### src/rtl/dram_pkg.sv
// Shared definitions for the DRAM device model: command encodings, bank
// states and default timing values.
package dram_pkg;

    typedef enum logic [1:0] {
        CMD_NOP = 2'b00,
        CMD_ACT = 2'b01,
        CMD_COL = 2'b10,
        CMD_PRE = 2'b11
    } cmd_e;

    typedef enum logic [1:0] {
        BANK_IDLE,
        BANK_ACTIVATING,
        BANK_ACTIVE,
        BANK_PRECHARGING
    } bank_state_e;

    localparam int DEF_T_RCD = 2;
    localparam int DEF_T_RP  = 2;
    localparam int DEF_CL    = 3;

endpackage

### src/rtl/dram_bank_fsm.sv
// One DRAM bank: state machine, open-row register and tRCD/tRP timer.
// Flags commands that are illegal for the current state without acting on them.
module dram_bank_fsm
    import dram_pkg::*;
#(
    parameter int ROW_W = 7,
    parameter int T_RCD = DEF_T_RCD,
    parameter int T_RP  = DEF_T_RP
) (
    input  logic             clk,
    input  logic             rst_b,
    input  logic             sel_i,
    input  cmd_e             cmd_i,
    input  logic [ROW_W-1:0] row_i,
    output logic             illegal_o,
    output logic             open_o,
    output logic [ROW_W-1:0] open_row_o
);

    localparam int T_MAX = (T_RCD > T_RP) ? T_RCD : T_RP;
    localparam int TMR_W = $clog2(T_MAX + 1);
    localparam logic [TMR_W-1:0] RCD_LOAD = TMR_W'(T_RCD - 1);
    localparam logic [TMR_W-1:0] RP_LOAD  = TMR_W'(T_RP - 1);
    localparam logic [TMR_W-1:0] TMR_ONE  = TMR_W'(1);

    bank_state_e      state_q, state_d;
    logic [TMR_W-1:0] timer_q, timer_d;
    logic [ROW_W-1:0] row_q, row_d;

    // NOTE: state registers use non-blocking assignments so every flop samples
    // pre-edge values; the combinational block below uses blocking ones.
    always_ff @(posedge clk or negedge rst_b) begin
        if (!rst_b) begin
            state_q <= BANK_IDLE;
            timer_q <= '0;
            row_q   <= '0;
        end else begin
            state_q <= state_d;
            timer_q <= timer_d;
            row_q   <= row_d;
        end
    end

    // NOTE: every output of this block gets a default first so no path
    // leaves a variable unassigned, which would infer a latch.
    always_comb begin
        state_d   = state_q;
        timer_d   = timer_q;
        row_d     = row_q;
        illegal_o = 1'b0;
        unique case (state_q)
            BANK_IDLE: begin
                if (sel_i && cmd_i == CMD_ACT) begin
                    row_d = row_i;
                    if (T_RCD == 1) begin
                        state_d = BANK_ACTIVE;
                    end else begin
                        state_d = BANK_ACTIVATING;
                        timer_d = RCD_LOAD;
                    end
                end else if (sel_i && cmd_i == CMD_COL) begin
                    illegal_o = 1'b1;
                end
            end
            BANK_ACTIVATING: begin
                illegal_o = sel_i && (cmd_i != CMD_NOP);
                // The countdown keeps running even when a command is rejected.
                if (timer_q > TMR_ONE) begin
                    timer_d = timer_q - TMR_ONE;
                end else begin
                    timer_d = '0;
                    state_d = BANK_ACTIVE;
                end
            end
            BANK_ACTIVE: begin
                if (sel_i && cmd_i == CMD_ACT) begin
                    illegal_o = 1'b1;
                end else if (sel_i && cmd_i == CMD_PRE) begin
                    if (T_RP == 1) begin
                        state_d = BANK_IDLE;
                    end else begin
                        state_d = BANK_PRECHARGING;
                        timer_d = RP_LOAD;
                    end
                end
            end
            BANK_PRECHARGING: begin
                illegal_o = sel_i && (cmd_i != CMD_NOP);
                if (timer_q > TMR_ONE) begin
                    timer_d = timer_q - TMR_ONE;
                end else begin
                    timer_d = '0;
                    state_d = BANK_IDLE;
                end
            end
            default: state_d = BANK_IDLE;
        endcase
    end

    assign open_o     = (state_q == BANK_ACTIVE);
    assign open_row_o = row_q;

endmodule

### config.mk
export PLATFORM = sky130hd
export DESIGN_NAME = dram_bank_fsm
export DESIGN_NICKNAME = d
export VERILOG_FILES = /design/src/rtl/dram_pkg.sv /design/src/rtl/dram_bank_fsm.sv
export SDC_FILE = /design/constraint.sdc
export NUM_CORES = 1
export LEC_CHECK = 0
export BUFFER_PORTS_ARGS = -buffer_cell sky130_fd_sc_hd__buf_4
export CAP_MARGIN = 20
export CORE_MARGIN = 10
export CORE_UTILIZATION = 40
export CTS_BUF_LIST = sky130_fd_sc_hd__clkbuf_8
export DETAILED_ROUTE_END_ITERATION = 16
export PLACE_DENSITY = 0.77
export SYNTH_ARGS = -nofsm -noshare
export SYNTH_HDL_FRONTEND = slang
export SYNTH_SLANG_ARGS = --single-unit
### constraint.sdc
create_clock -name clk -period 2.8 [get_ports clk]
set_clock_uncertainty 0.05 [all_clocks]
set_input_delay 0.28 -clock clk [delete_from_list [all_inputs] [get_ports clk]]
set_output_delay 0.28 -clock clk [all_outputs]
set_load 0.01 [all_outputs]
==> metrics.cfg <==
[yosys]
synthAdderAreaFrac_pct=10.6
synth.top_cell.area_share_pct=46.7
synthMuxAreaShare_pct=18.9
netlist_top_cells_count=dfrtp_1, mux2_2, ha_1, inv_1, o21ai_0
synth_edf_count=0
synth-async-reset-ratio_pct=100
synth_top_family_by_area=multiplexers
ys_types=22
ys_seq_area_share_pct=46.7
synth-compound-area-share_pct=13.4
syn_inst=47
yosysMostFrequentCell=dfrtp_1
syn-cell-area_sq_um=589
synth.area.top_cells=dfrtp_1, mux2_2, ha_1, o311ai_2, inv_1
ys_seq_elements=11
synth_fp_nets=64
synth_xor_area_share_pct=0
synth_simple_gate_area_share_pct=7.86
syn_avg_cell_area_sq_um=12.5
synth_flop_cell=dfrtp_1
yosysTopAreaCell=dfrtp_1
ys_warn_count=0

[layout]
final_nets=90
diodes=0
syn_to_final_growth_pct=38.0
drive_gt1_share_pct=48.6

[detailed_routing]
drt-initial-drc-count=4
post_drt_wl_per_cell_um=14.7
top_layer_used=met4
wl_um=1280
vias=467
dr_wl_met3_um=78
wl_met2_um=727
first_pass_iters=4
ant_nets=0
drc=0
vias_per_cell=5.37
met1_length_um=466

[die]
core_area_sq_um=1350
io_pins=21
start_util_pct=43.7
rows=13
die_w_um=58.4
die_area_sq_um=3410
die_y_um=58.4

[clock_tree]
ctsRootBufferMaster=clkbuf_8
clock_sinks=11
cts_tree=built
clk_pin_slew_ns=0.04
ctsLongestPathBuffers=2
cts-buffers-inserted=3
clk_latency_ns=0.23
cts_max_level=1

[grt]
antenna_found_initial=0
grt_max_degree=12
grt_pass1_vias=503
grt_overflow_total=0
grt.total_usage_pct=7.92
grt_pass1_wl_um=2140

[setup_path]
critPathArrivalTime_ns=1.63
critPathMaxFanout=7
worstSetupPathType=reg -> out
cp_slowest_cell=a2111oi_0
worstPathRequired_ns=2.47
endpoint_kind=output pin
critPathLaunchType=register
path_cells=inv_1 > ha_1 > a2111oi_0 > nor2_1 > buf_4
slowest_delay_ns=0.38

[sta]
post-route-period-util_pct=70.1
min_period_ns=1.96
rsz0062_at_grt=no
max_freq_ghz=0.510
slew_headroom_pct=76.2
fin_tns_setup_ns=0
setup_violations=0
final_hold_viol_count=0
slew_viol_final=0
worst_pin_slew_ns=0.348

[status]
status=finished clean

[job]
drv_cap=0

[power_and_ir_drop]
cellPowerDensity_nw_per_um2=1060
total_power_mw=0.861
p_leak_nw=0.400
peakVddDrop_v=0.000628

[placed_design]
place_congestion=0.745
port_buffers=20
dp_hpwl_um=1040

[min_path]
min_path_type=in -> reg

[path summary, 6_finish.rpt]
kind,from,to,slack (ns),cells after the start
setup / recovery,state_q[0]$_DFFE_PN0P_,illegal_o,0.84,5
hold / removal,row_i[5],open_row_o[5]$_DFFE_PN0P_,0.23,2
setup reg to reg,state_q[0]$_DFFE_PN0P_,timer_q[0]$_DFFE_PN0P_,1.08,5
hold reg to reg,open_row_o[1]$_DFFE_PN0P_,open_row_o[1]$_DFFE_PN0P_,0.46,1
max in group asynchronous,rst_b,state_q[0]$_DFFE_PN0P_,2.18,2
min in group asynchronous,rst_b,open_row_o[4]$_DFFE_PN0P_,0.37,2
[through the flow]
step | hold slack, ns | utilization (%) | cell area (sq um) | cells | worst slack (ns)
global placement | 0.0686 | 56.2 | 758 | 82 | 1.14
CTS | 0.225 | 60.2 | 813 | 87 | 0.843
floorplan | -0.0656 | - | 589 | 47 | 1.15
detailed placement | 0.0683 | 56.2 | 758 | 82 | 1.09
finish | 0.229 | 60.2 | 813 | 87 | 0.838
global route | 0.226 | 60.2 | 813 | 87 | 0.737
[metal layers]
metal / up-vias / GRT usage (%)
li1: 226 / -
met1: 230 / 7.27
met3: 2 / 4.29
met4: 0 / 2.01
met5: - / 0
met2: 9 / 14.7
[report_power, final]
part           internal [mW]  leakage (nW)  switching, mW
Sequential             0.235         0.135         0.0444
Clock                 0.0956        0.0269         0.0523
Combinational          0.235         0.238          0.198
Total                  0.566         0.400          0.295
[flip-flops by register name (all words and copies together) (netlist names)]
name	count
open_row_o	7
state_q	2
timer_q	2
[cells by family after synthesis]
logic type,after synthesis
simple gates,7
fa+ha+maj,5
buf+inv,4
mux,10
flops,11
compound gates,10
[critical path, delay by kind of cell, from the launching register on]
family                     cells  cell delay [ns]
and+or+nand+nor                1             0.09
DFF                            1             0.37
adders and majority gates      1             0.30
buffers and inverters          2             0.25
AOI/OAI and AO/OA              1             0.38
[layout make-up]
class	instances	area, sq um
Clock buffer	3	41.3
Clock inverter	1	3.75
Fill cell	112	537
Inverter	4	15.0
Multi-Input combinational cell	32	299
Sequential cell	11	275
Tap cell	15	18.8
Timing Repair Buffer	21	160
[placed cells by master, fill, tap and decap left out]
master         instances
or2_2                  1
o311ai_2               1
nand4b_1               1
mux2_2                 8
nand4_2                1
clkbuf_8               3
nor2_1                 1
o22ai_1                1
mux2_1                 1
a2111oi_0              1
buf_4                 20
mux2i_1                1
a32oi_1                1
nand2_1                1
o21ai_0                2
ha_1                   5
a21oi_1                1
dfrtp_1               11
dlygate4sd3_1          1
inv_1                  5
a211oi_1               1
o2bb2ai_1              1
nand3_1                1
o211ai_1               1
nand2_2                1
[what timing repair did]
item | 4_1_cts | 5_1_grt
hold buffers | 1 | 0
resized for setup | 0 | 0
hold endpoints to repair | 11 | 0
setup buffers | 0 | 0
No activity file was read; power rests on OpenSTA's default activity.
